File: src/rtl/johnson_ctrl_pkg.sv
// johnson_ctrl_pkg: shared state encoding, reset pattern and phase decode for the Johnson step controller
package johnson_ctrl_pkg;

    typedef enum logic [1:0] {IDLE, RUN, DONE} state_t;

    localparam logic [3:0] JC_RESET_STATE = 4'b0001;

    function automatic logic [2:0] jc_phase(input logic [3:0] q);
        case (q)
            4'b0001: return 3'd0;
            4'b0011: return 3'd1;
            4'b0111: return 3'd2;
            4'b1111: return 3'd3;
            4'b1110: return 3'd4;
            4'b1100: return 3'd5;
            4'b1000: return 3'd6;
            4'b0000: return 3'd7;
            default: return 3'd0;
        endcase
    endfunction

    function automatic logic jc_legal(input logic [3:0] q);
        return q == JC_RESET_STATE || jc_phase(q) != 3'd0;
    endfunction

endpackage

File: src/rtl/johnson_stage.sv
// johnson_stage: 4-bit Johnson register with illegal-state recovery; reverse stepping under JOHNSON_CTRL_REVERSE_EN
import johnson_ctrl_pkg::*;

module johnson_stage (
    input  logic       clk,
    input  logic       rst,
    input  logic       step,
    input  logic       rev,
    output logic [3:0] q
);

    logic [3:0] nxt;

`ifdef JOHNSON_CTRL_REVERSE_EN
    // next pattern in the selected direction, or the reset pattern if q has left the ring
    always_comb nxt = !jc_legal(q) ? JC_RESET_STATE : rev ? {~q[0], q[3:1]} : {q[2:0], ~q[3]};
`else
    logic unused_rev;
    assign unused_rev = rev;
    // forward-only next pattern, or the reset pattern if q has left the ring
    always_comb nxt = !jc_legal(q) ? JC_RESET_STATE : {q[2:0], ~q[3]};
`endif

    // q only moves on a step request and is otherwise held across runs
    always_ff @(posedge clk) begin
        if (rst) q <= JC_RESET_STATE;
        else if (step) q <= nxt;
    end

endmodule

File: src/rtl/johnson_step_ctrl.sv
// johnson_step_ctrl: runs a Johnson stage for N steps or continuously at a programmable rate; JOHNSON_CTRL_REVERSE_EN enables dir
import johnson_ctrl_pkg::*;

module johnson_step_ctrl #(
    parameter int CNT_W = 8,
    parameter int DIV_W = 8
) (
    input  logic             clk,
    input  logic             rst,
    input  logic             start,
    input  logic [CNT_W-1:0] steps,
    input  logic [DIV_W-1:0] div,
    input  logic             dir,
    input  logic             stop,
    output logic [3:0]       q,
    output logic [2:0]       phase,
    output logic             busy,
    output logic             step_stb,
    output logic             done
);

    state_t           state;
    logic [DIV_W-1:0] div_l, div_cnt;
    logic [CNT_W-1:0] remaining;
    logic             cont, step, rev;

    assign step  = state == RUN && !stop && div_cnt == '0;
    assign busy  = state != IDLE;
    assign done  = state == DONE;
    assign phase = jc_phase(q);

`ifdef JOHNSON_CTRL_REVERSE_EN
    logic dir_l;
    // direction is frozen for the whole run
    always_ff @(posedge clk) begin
        if (rst) dir_l <= 1'b0;
        else if (state == IDLE && start && !stop) dir_l <= dir;
    end
    assign rev = dir_l;
`else
    logic unused_dir;
    assign unused_dir = dir;
    assign rev = 1'b0;
`endif

    // run FSM with rate divider and step counter; a stop always wins over a due step
    always_ff @(posedge clk) begin
        if (rst) begin
            state     <= IDLE;
            div_l     <= '0;
            div_cnt   <= '0;
            remaining <= '0;
            cont      <= 1'b0;
            step_stb  <= 1'b0;
        end else begin
            step_stb <= step;
            if (state == IDLE) begin
                if (start && !stop) begin
                    state     <= RUN;
                    div_l     <= div;
                    div_cnt   <= div;
                    remaining <= steps;
                    cont      <= steps == '0;
                end
            end else if (state == RUN) begin
                if (stop) state <= DONE;
                else if (div_cnt == '0) begin
                    div_cnt <= div_l;
                    if (!cont) remaining <= remaining - 1'b1;
                    if (!cont && remaining == CNT_W'(1)) state <= DONE;
                end else div_cnt <= div_cnt - 1'b1;
            end else state <= IDLE;
        end
    end

    johnson_stage u_stage (
        .clk  (clk),
        .rst  (rst),
        .step (step),
        .rev  (rev),
        .q    (q)
    );

endmodule

File: config.mk
export PLATFORM = sky130hd
export DESIGN_NAME = johnson_step_ctrl
export DESIGN_NICKNAME = d
export VERILOG_FILES = /design/src/rtl/johnson_ctrl_pkg.sv /design/src/rtl/johnson_stage.sv /design/src/rtl/johnson_step_ctrl.sv
export SDC_FILE = /design/constraint.sdc
export NUM_CORES = 1
export LEC_CHECK = 0
export ABC_AREA = 1
export CAP_MARGIN = 40
export CORE_MARGIN = 4
export CORE_UTILIZATION = 30
export DETAILED_ROUTE_END_ITERATION = 8
export GPL_TIMING_DRIVEN = 0
export PLACE_DENSITY_LB_ADDON = 0.08
export SYNTH_ARGS = -nofsm -noshare
export SYNTH_HDL_FRONTEND = slang
export SYNTH_SLANG_ARGS = --single-unit
File: constraint.sdc
create_clock -name clk -period 1.65 [get_ports clk]
set_input_delay 0.165 -clock clk [delete_from_list [all_inputs] [get_ports clk]]
set_output_delay 0.165 -clock clk [all_outputs]
set_load 0.05 [all_outputs]
==> results by group, run 1 <==
Power
  • Maximum ir drop on the vdd rail: about 380 uV
  • Internal power summed over all cells: ~1.5 mW
  • Clock network power share: between 20 and 30%
  • Gate power share: a little under a third
  • Share of power burned in registers: between 40% and 50%
  • Sw Share: 34.5%
  • Leakage power figure: between 1 and 1.5 nW
  • NetSw: 0.800 mW
  • Total power per unit cell area: 859 mW/mm^2

Placed design
  • Placer congestion estimate: 0.784
  • Detailed Place HPWL: 4110 microns
  • Total cell area at the placement stage: 0.00240 sq mm
  • DP Worst Slack: -362 ps
  • Placed cell count: 415
  • Port buffer count: 29

Die
  • Initial standard-cell utilization of the core: a little under a third
  • Area of the core region: 0.00642 sq mm
  • Die Area: 0.00808 sq mm
  • Die extent in x: approximately 90 microns
  • Boundary pin count: 31
  • Floorplan row count: 29
  • Die extent in y: ~90 microns

Detailed routing
  • Drt first pass iters: 7
  • DRC marker count from the first detailed-route iteration: 106
  • Final routed DRC violation total: 0
  • Total detailed-routing wirelength: roughly 5800 microns
  • Detail Route Antenna Nets: 0
  • Routed via count: 2134
  • Post-detailed-route via-to-cell ratio: 4.88
  • Average wire length per cell after detail routing: 13.3 microns

Synth
  • Post-synthesis adder-cell area fraction: 3.73%
  • Cell taking the most area after synthesis: sky130_fd_sc_hd__dfxtp_1
  • Synth Instances: a little over 300
  • Sequential fraction of the synthesis area: 34.8%
  • Average size of a mapped cell: 6.51 sq um
  • Simple-gate share of the synthesized area: about a third
  • Library cell with the highest instance count after synthesis: sky130_fd_sc_hd__nand2_1
  • Number of warning messages in the yosys log: 0
  • Netlist Area Pre-Place: 0.00201 sq mm
  • Compound-cell area share of the yosys netlist: between 10% and 20%
  • Dominant synthesized flop cell: sky130_fd_sc_hd__dfxtp_1
  • Synthesis-stage register bit count: 35
  • Xor/xnor share of the synthesized area: 0.435%
  • Portion of netlist area occupied by mux cells: 0%
  • Number of unique standard cell types used by synthesis: 25
  • Proportion of synthesized flip-flops having asynchronous set or reset: 0%
  • Post-synth top area share: 34.8%
  • Largest family of logic cells by synthesized area: simple AND/OR/NAND/NOR gates
  • Cell types with the largest area share after synthesis: sky130_fd_sc_hd__dfxtp_1 (35%), sky130_fd_sc_hd__nand2_1 (13%), sky130_fd_sc_hd__a21oi_1 (10%)
  • Top cells by instance count after synthesis: sky130_fd_sc_hd__nand2_1 (71), sky130_fd_sc_hd__a21oi_1 (40), sky130_fd_sc_hd__inv_1 (40)
  • Count of flip-flops with a built-in enable after synthesis: 0
  • Synthesized netlist net count: 336

GRT
  • Global-route wire length before repair: 9780 microns
  • Maximum number of pins on one net before global-route repair: 11
  • Overflow left after global routing: 0
  • Via count of the first global-routing pass: 2036
  • Antenna violations before repair: 0
  • Gr usage total: 14.7%

Worst hold path
  • Hold Path Class: input pin to flip-flop
  • Launch instance of the worst min-delay path: div[4]

Critical path
  • Biggest fanout along the worst timing path: 10
  • Critical path class: input pin to flip-flop
  • Max incr delay on CP: 480 ps
  • Signal arrival time at the worst endpoint: 1910 ps
  • Critical path, cell by cell: clkdlybuf4s50_1 > inv_1 > clkbuf_1 > nand3_2 > inv_1 > ha_4 > inv_2 > nand3_2 > nand2_1
  • Top cell family by delay on the critical path: buffers and inverters
  • CP required: approximately 1900 ps
  • R2r startpoint: div_cnt[0]
  • Slowest cell on the critical path: sky130_fd_sc_hd__clkdlybuf4s50_1
  • Start point of the critical path: rst
  • Startpoint Class: input pin
  • Worst path bufs/invs: 5
  • Critical Path End Type: flip-flop

Final layout
  • Area Growth Syn to Fin: 34.1%
  • Area used by sequential logic in the layout: 713 sq um
  • Post-route cell area: around 0.0027 sq mm
  • Number of nets in the finished design: 387
  • Layout filler cell count: 680
  • Number of diodes added for antenna fixing: 0
  • Fraction of final layout cells with drive strength greater than 1: ~20%
  • Post-route insts no fill: approximately 440
  • Multi-input combinational cell area: around 0.0012 sq mm

STA
  • Slew @ Worst Pin: 636 ps
  • Hold slack final: 438 ps
  • Worst setup skew after layout: a little over 6 ps
  • Post-route fraction of the period consumed by the critical path: 102%
  • Worst-case headroom to the max-slew limit: 57.6%
  • Endpoints failing hold: 0
  • Max frequency: ~600 MHz
  • Final Max Slew Viols: 0
  • Final worst path period need: ~1700 ps
  • Unrepaired setup endpoints after global routing: yes
  • Final WS setup: -28.2 ps
  • Final setup violating endpoints: 1
  • Post-route setup TNS: -28.2 ps

Clock tree
  • Clk Latency, worst-skew pair: 290 ps
  • Clock tree from TritonCTS: done
  • Number of clock sinks: 35
  • Clock transition time at the flip-flop clock pins of the worst setup and hold paths: 80 ps
  • Number of buffers created by CTS: 5
  • Clock Path Buffers: 2
  • H-tree Lvls: 2
  • Clock tree root driver cell: sky130_fd_sc_hd__clkbuf_8

Flow run
  • Maxcap violations: 0

Outcome
  • Failing checks: negative setup slack
  • Run status: complete, but fails checks
layer usage:
metal	vias up	GRT usage (%)	wire [microns]
met3	6	3.34	312
li1	1104	-	-
met2	56	23.4	2580
met1	968	20.0	2850
met4	0	3.83	62
met5	-	0	0
registers in the layout, indices dropped and copies added, names as in the netlist:
register and count:
cont 1, div_cnt 8, div_l 8, phase 3
remaining 8, state 2, step_stb 1, u_stage.q 4
cell type report:
class	instances	area share (%)
multi-input cells	222	44.4
flip-flops and latches	35	26.4
repair buffers	43	14.5
inverters	44	6.12
well taps	77	3.57
clock buffers	6	3.06
plain buffers	9	1.72
clock inverters	1	0.186
tightest hold or removal path: stages:
cell and delay [ps]:
sky130_fd_sc_hd__clkdlybuf4s50_1 390, sky130_fd_sc_hd__inv_1 70, sky130_fd_sc_hd__a21oi_1 60
per-stage QoR:
stage,power [mW],util (%)
finish,2.32,42.0
global placement,1.60,37.3
global route,2.47,42.0
CTS,2.30,40.3
floorplan,1.41,-
detailed placement,1.60,37.3
power groups by stage:
stage,Combinational [mW],Clock (mW),Sequential [mW]
floorplan,0.424,0,0.983
global placement,0.632,0,0.972
detailed placement,0.633,0,0.971
CTS,0.679,0.667,0.954
global route,0.808,0.701,0.965
finish,0.723,0.639,0.956
kinds of logic after synthesis:
group / after synthesis
flops: 35
xor+xnor: 1
fa+ha+maj: 6
buf+inv: 53
compound gates: 67
simple gates: 147
what timing repair did:
item                       CTS  global route
hold buffers                 0             0
pin swaps                    8            12
gates cloned                 0             1
resized for setup           25            18
setup endpoints to repair   12            13
setup buffers                8             6
final timing paths:
path                            slack [ps]         end  cells past startpoint
worst min register to register         480  div_cnt[0]                      2
worst max register to register           0    phase[0]                     12
worst min-delay path                   440    div_l[4]                      3
worst max-delay path                   -30    phase[0]                      9
cell usage in the layout (no fill, tap or decap), drive strengths merged, types with 2 or more instances in the layout:
master,synthesis,routed
dlygate4sd2,0,4
nand4,2,2
nor2,37,38
ha,6,6
a21oi,41,41
nand3,28,28
nor3,3,3
nand2,74,74
inv,44,44
buf,5,20
o21ai,25,25
nor4,2,2
dfxtp,35,35
clkdlybuf4s50,0,23
clkbuf,4,10
Power figures use the tool's default switching activity.
==> run 2, diff against run 1 <==
--- a/config.mk
+++ b/config.mk
@@ -11,6 +11,7 @@
 export CORE_UTILIZATION = 30
 export DETAILED_ROUTE_END_ITERATION = 8
 export GPL_TIMING_DRIVEN = 0
+export MAX_ROUTING_LAYER = met4
 export PLACE_DENSITY_LB_ADDON = 0.08
 export SYNTH_ARGS = -nofsm -noshare
 export SYNTH_HDL_FRONTEND = slang
==> run 2 against run 1 <==
The flow still finishes with violations (negative setup slack). Largest power group unchanged. First-iteration DRC count did not move. Cell area unchanged. Clock power hardly changed. Die area unchanged. Sequential power about the same. Critical path depth stayed put. Global-route usage grew 0.41 points.
==> results by group, run 2 (synthesis results as in run 1) <==
Placed design
  • DP Worst Slack: -362 ps
  • Placer congestion estimate: 0.795
  • Detailed Place HPWL: between 4000 and 5000 microns
  • Port buffer count: 29
  • Total cell area at the placement stage: 0.00240 sq mm
  • Placed cell count: 415

Die
  • Floorplan row count: 29
  • Die extent in y: 89.9 microns
  • Area of the core region: 0.00642 sq mm
  • Die extent in x: approximately 90 microns
  • Initial standard-cell utilization of the core: roughly 31%
  • Boundary pin count: 31
  • Die Area: between 0.008 and 0.009 sq mm

Final layout
  • Multi-input combinational cell area: 0.00120 sq mm
  • Layout filler cell count: 680
  • Number of nets in the finished design: between 300 and 400
  • Most used cells in the layout excluding fill and tap cells: sky130_fd_sc_hd__nand2_1 (69), sky130_fd_sc_hd__a21oi_1 (40), sky130_fd_sc_hd__inv_1 (36)
  • Post-route cell area: 0.00270 sq mm
  • Fraction of final layout cells with drive strength greater than 1: 20.0%
  • Final core occ: 42.0%
  • Registers with the most flip-flops: div_cnt (8), div_l (8), remaining (8)
  • Area Growth Syn to Fin: 34.1%
  • Area used by sequential logic in the layout: 713 sq um
  • Post-route insts no fill: 437
  • Number of diodes added for antenna fixing: 0
  • Most common cell after layout, fill and taps aside: sky130_fd_sc_hd__nand2_1

STA
  • Slew @ Worst Pin: 620 ps
  • Hold slack final: 439 ps
  • Final Max Slew Viols: 0
  • Final WS setup: -24.8 ps
  • Post-route setup TNS: -24.8 ps
  • Worst-case headroom to the max-slew limit: 58.7%
  • Endpoints failing hold: 0
  • Unrepaired setup endpoints after global routing: yes
  • Worst setup skew after layout: 5.94 ps
  • Final setup violating endpoints: 1
  • Post-route fraction of the period consumed by the critical path: 102%
  • Final worst path period need: 1670 ps
  • Max frequency: 597 MHz

GRT
  • Gr usage total: 15.1%
  • Maximum number of pins on one net before global-route repair: 11
  • Antenna violations before repair: 0
  • Overflow left after global routing: 0
  • Global-route wire length before repair: 9790 microns
  • Via count of the first global-routing pass: ~2000

Critical path
  • Slowest cell on the critical path: sky130_fd_sc_hd__clkdlybuf4s50_1
  • Signal arrival time at the worst endpoint: 1910 ps
  • Startpoint Class: input pin
  • CP required: 1880 ps
  • Critical R2R Capture: phase[0]
  • Critical path, cell by cell: clkdlybuf4s50_1 > inv_1 > clkbuf_1 > nand3_2 > inv_1 > ha_4 > inv_2 > nand3_2 > nand2_1
  • Setup slack on the worst flop-to-flop path: 0 ps
  • Endpoint of the most critical setup path: phase[0]
  • Depth of the worst register-to-register path: 12
  • Max incr delay on CP: 480 ps
  • Biggest fanout along the worst timing path: 10
  • Critical Path End Type: flip-flop
  • Start point of the critical path: rst
  • R2r startpoint: div_cnt[0]
  • Critical path class: input pin to flip-flop

Detailed routing
  • Post-detailed-route via-to-cell ratio: 4.86
  • Routed via count: 2122
  • Average wire length per cell after detail routing: 13.3 microns
  • Detail Route Antenna Nets: 0
  • Drt first pass iters: 5
  • Final routed DRC violation total: 0
  • DRC marker count from the first detailed-route iteration: 106
  • Total detailed-routing wirelength: roughly 5800 microns

Outcome
  • Run status: complete, but fails checks
  • Failing checks: negative setup slack

Power
  • Sw Share: 34.5%
  • Total power per unit cell area: 859 mW/mm^2
  • Internal power summed over all cells: 1.52 mW
  • Maximum ir drop on the vdd rail: 382 uV
  • Leakage power figure: 1.21 nW
  • Clock network power share: 27.5%
  • Final total power: approximately 2.3 mW
  • NetSw: around 0.80 mW
  • Gate power share: 31.2%
  • Share of power burned in registers: 41.3%

Clock tree
  • Cts-stage hold buffer count: 0
  • Number of buffers created by CTS: 5
  • Clock tree root driver cell: sky130_fd_sc_hd__clkbuf_8
  • Clock tree from TritonCTS: done
  • H-tree Lvls: 2
  • Clock transition time at the flip-flop clock pins of the worst setup and hold paths: 70 ps
  • Clk Latency, worst-skew pair: 290 ps
  • Number of clock sinks: 35
  • Clock Path Buffers: 2

Flow run
  • Maxcap violations: 0

Worst hold path
  • Hold Path Class: input pin to flip-flop
run 2: cell counts in the layout (fill, tap and decap cells not counted):
Identical to the previous run, type by type.
run 2: worst min path at each step:
| stage | start | endpoint | slack, ps | cells after the start |
|---|---|---|---|---|
| detailed placement | div_cnt[0] | div_cnt[0] | 480 | 2 |
| CTS | div[4] | div_l[4] | 440 | 3 |
| global route | div[4] | div_l[4] | 450 | 3 |
| global placement | div_cnt[0] | div_cnt[0] | 470 | 2 |
| floorplan | rst | div_cnt[2] | 230 | 1 |
| finish | div[4] | div_l[4] | 440 | 3 |
run 2: final cells by class:
class | count | share of cell area (%)
inverter | 44 | 6.12
tap | 77 | 3.57
clock inverter | 1 | 0.186
timing repair buffer | 43 | 14.5
multi-input combinational | 222 | 44.4
clock buffer | 6 | 3.06
sequential | 35 | 26.4
buffer | 9 | 1.72
run 2: power by group through the flow:
stage / sequential [mW] / clock, mW / combinational [mW]
after floorplan: 0.983 / 0 / 0.424
after global placement: 0.972 / 0 / 0.632
after detailed placement: 0.971 / 0 / 0.633
after CTS: 0.954 / 0.667 / 0.679
after global routing: 0.965 / 0.701 / 0.808
final: 0.956 / 0.638 / 0.724
run 2: critical path: cells and delay by family:
family | cells | cell delay [ps]
adder cells (fa/ha/maj) | 1 | 220
AND/OR/NAND/NOR | 3 | 300
buffers and inverters | 5 | 1230
run 2: timing repair:
| item | CTS | global route |
|---|---|---|
| setup buffers | 8 | 6 |
| pin swaps | 8 | 12 |
| gates resized for setup | 25 | 18 |
| endpoints found under the setup margin | 12 | 13 |
| cloned | 0 | 1 |
run 2: routing by layer:
layer / share of wire [%] / global-route usage, % / wire [microns]
met4: 0.78 / 3.83 / 45
met1: 51 / 20.1 / 2950
met5: 0 / - / 0
met2: 45 / 23.4 / 2590
met3: 3.8 / 3.17 / 219
==> run 3, diff against run 2 <==
--- a/config.mk
+++ b/config.mk
@@ -7,7 +7,7 @@
 export LEC_CHECK = 0
 export ABC_AREA = 1
 export CAP_MARGIN = 40
-export CORE_MARGIN = 4
+export CORE_MARGIN = 5
 export CORE_UTILIZATION = 30
 export DETAILED_ROUTE_END_ITERATION = 8
 export GPL_TIMING_DRIVEN = 0
==> constraint.sdc (replaced) <==
create_clock -name clk -period 1.6 [get_ports clk]
set_input_delay 0.16 -clock clk [delete_from_list [all_inputs] [get_ports clk]]
set_output_delay 0.16 -clock clk [all_outputs]
set_load 0.05 [all_outputs]
==> run 3 against run 2 <==
The run still ends with negative setup slack left. Register-to-register slack lost 30 ps. Largest power group is now the clock network. Wire length grew 1.1%. Via count shrank 2.6%. Highest routed layer unchanged.
==> results by group, run 3 (synthesis results as in run 1) <==
Clock tree
  • Clock tree from TritonCTS: done
  • Clock Path Buffers: 2
  • Clock transition time at the flip-flop clock pins of the worst setup and hold paths: roughly 90 ps
  • Clock tree root driver cell: sky130_fd_sc_hd__clkbuf_8
  • Number of buffers created by CTS: 5
  • H-tree Lvls: 2
  • Clk Latency, worst-skew pair: 300 ps
  • Cts-stage hold buffer count: 0
  • Number of clock sinks: 35

Detailed routing
  • Final routed DRC violation total: 0
  • Routed met3 length: 153 microns
  • Drt first pass iters: 4
  • Routed wire length on met2: 2540 microns
  • Detail Route Antenna Nets: 0
  • Total detailed-routing wirelength: 5860 microns
  • Routed length on met1: 3110 microns
  • Routed via count: 2066
  • DRC marker count from the first detailed-route iteration: approximately 110
  • Post-detailed-route via-to-cell ratio: 4.74
  • Average wire length per cell after detail routing: between 10 and 15 microns
  • Uppermost layer routed: met4

Power
  • Leakage power figure: 1.29 nW
  • Maximum ir drop on the vdd rail: 376 uV
  • Final total power: 2.70 mW
  • Total power per unit cell area: 976 mW/mm^2

Final layout
  • Post-route insts no fill: 436
  • Layout filler cell count: 671
  • Number of diodes added for antenna fixing: 0
  • Most used cells in the layout excluding fill and tap cells: sky130_fd_sc_hd__nand2_1 (68), sky130_fd_sc_hd__a21oi_1 (40), sky130_fd_sc_hd__inv_1 (33)
  • Number of nets in the finished design: 385
  • Area Growth Syn to Fin: 37.3%
  • Most common cell after layout, fill and taps aside: sky130_fd_sc_hd__nand2_1
  • Area used by sequential logic in the layout: 718 sq um
  • Registers with the most flip-flops: div_cnt (8), div_l (8), remaining (8)
  • Fraction of final layout cells with drive strength greater than 1: between 20% and 30%
  • Multi-input combinational cell area: 0.00120 sq mm

Placed design
  • Detailed Place HPWL: between 4000 and 5000 microns
  • Placed cell count: 415
  • Placer congestion estimate: roughly 0.84
  • Port buffer count: 29

Flow run
  • Maxcap violations: 0

Critical path
  • Biggest fanout along the worst timing path: 3
  • Setup slack on the worst flop-to-flop path: -30 ps
  • Slowest cell on the critical path: sky130_fd_sc_hd__dfxtp_4
  • CP required: 1800 ps
  • Critical R2R Capture: phase[0]
  • Startpoint Class: flip-flop
  • Critical path class: flip-flop to flip-flop
  • Worst path bufs/invs: 2
  • Critical path, cell by cell: nor2_4 > nand2_2 > nor2_4 > nand2_4 > inv_2 > or2_1 > nand3_2 > ha_4 > inv_2 > nand3_2 > nand2_1
  • Signal arrival time at the worst endpoint: 1830 ps
  • Max incr delay on CP: about 360 ps
  • Critical Path End Type: flip-flop
  • Top cell family by delay on the critical path: simple AND/OR/NAND/NOR gates
  • Start point of the critical path: div_cnt[3]
  • R2r startpoint: div_cnt[3]
  • Depth of the worst register-to-register path: 11

GRT
  • Overflow left after global routing: 0
  • Global-route wire length before repair: ~9900 microns
  • Via count of the first global-routing pass: 1996
  • Gr usage total: around 15%
  • Maximum number of pins on one net before global-route repair: 13
  • Antenna violations before repair: 0

STA
  • Worst setup skew after layout: 9.22 ps
  • Final Max Slew Viols: 0
  • Final worst path period need: roughly 1600 ps
  • Final WS setup: -26.9 ps
  • Post-route fraction of the period consumed by the critical path: 102%
  • Max frequency: 615 MHz
  • Worst-case headroom to the max-slew limit: 57.5%
  • Endpoints failing hold: 0
  • Unrepaired setup endpoints after global routing: yes
  • Final setup violating endpoints: 1
  • Slew @ Worst Pin: approximately 640 ps

Die
  • Die extent in x: 91.9 microns
  • Area of the core region: between 0.006 and 0.007 sq mm
  • Boundary pin count: 31
  • Die extent in y: 91.9 microns
  • Floorplan row count: 29
  • Die Area: 0.00844 sq mm
  • Initial standard-cell utilization of the core: between 30% and 40%

Outcome
  • Failing checks: negative setup slack
  • Run status: complete, but fails checks

Worst hold path
  • Hold path depth: 3
  • Hold Path Class: input pin to flip-flop
  • Launch instance of the worst min-delay path: div[7]
  • Worst-case hold path end point: div_l[7]
run 3: how the worst max path moves through the flow:
stage	slack, ps	to	cells past startpoint
after floorplan	10	phase[0]	12
after global placement	-400	phase[0]	9
after detailed placement	-400	phase[0]	9
after CTS	-80	phase[0]	12
after global routing	-110	phase[0]	11
final	-30	phase[0]	11
run 3: report_power, final:
part,switching (mW),total [mW],internal [mW]
clock network,0.371,0.993,0.622
logic,0.437,0.716,0.279
registers,0.0543,0.987,0.933
total,0.861,2.70,1.83
run 3: final cells by class:
class	instances	area share, %
Timing Repair Buffer	43	14.4
Sequential cell	35	26.0
Inverter	44	6.07
Tap cell	77	3.49
Multi-Input combinational cell	221	43.6
Buffer	8	1.45
Clock inverter	3	2.45
Clock buffer	5	2.49
run 3: worst min-delay path, cell delays in order:
cell and delay (ps):
sky130_fd_sc_hd__clkdlybuf4s50_1 390, sky130_fd_sc_hd__inv_1 70, sky130_fd_sc_hd__a21oi_1 60
run 3: repair_timing:
action / 4_1_cts / 5_1_grt
buffers inserted: 6 / 8
resized for setup: 33 / 22
setup endpoints to repair: 14 / 23
hold endpoints to repair: 0 / 0
pin swaps: 7 / 10
run 3: per-stage QoR:
step	hold WS, ps	util, %	TNS (ps)	setup WS [ps]	cell area (sq um)
floorplan	229	-	0	14.6	2030
global placement	472	37.6	-3090	-400	2410
detailed placement	474	37.6	-2810	-397	2410
CTS	432	41.6	-90.7	-75.7	2670
global route	440	43.0	-249	-106	2760
finish	430	43.0	-26.9	-26.9	2760
run 3: layer usage:
layer,up-vias,GRT usage (%)
li1,1090,-
met1,942,20.2
met2,27,22.6
met3,7,3.03
met4,0,3.71
met5,-,-
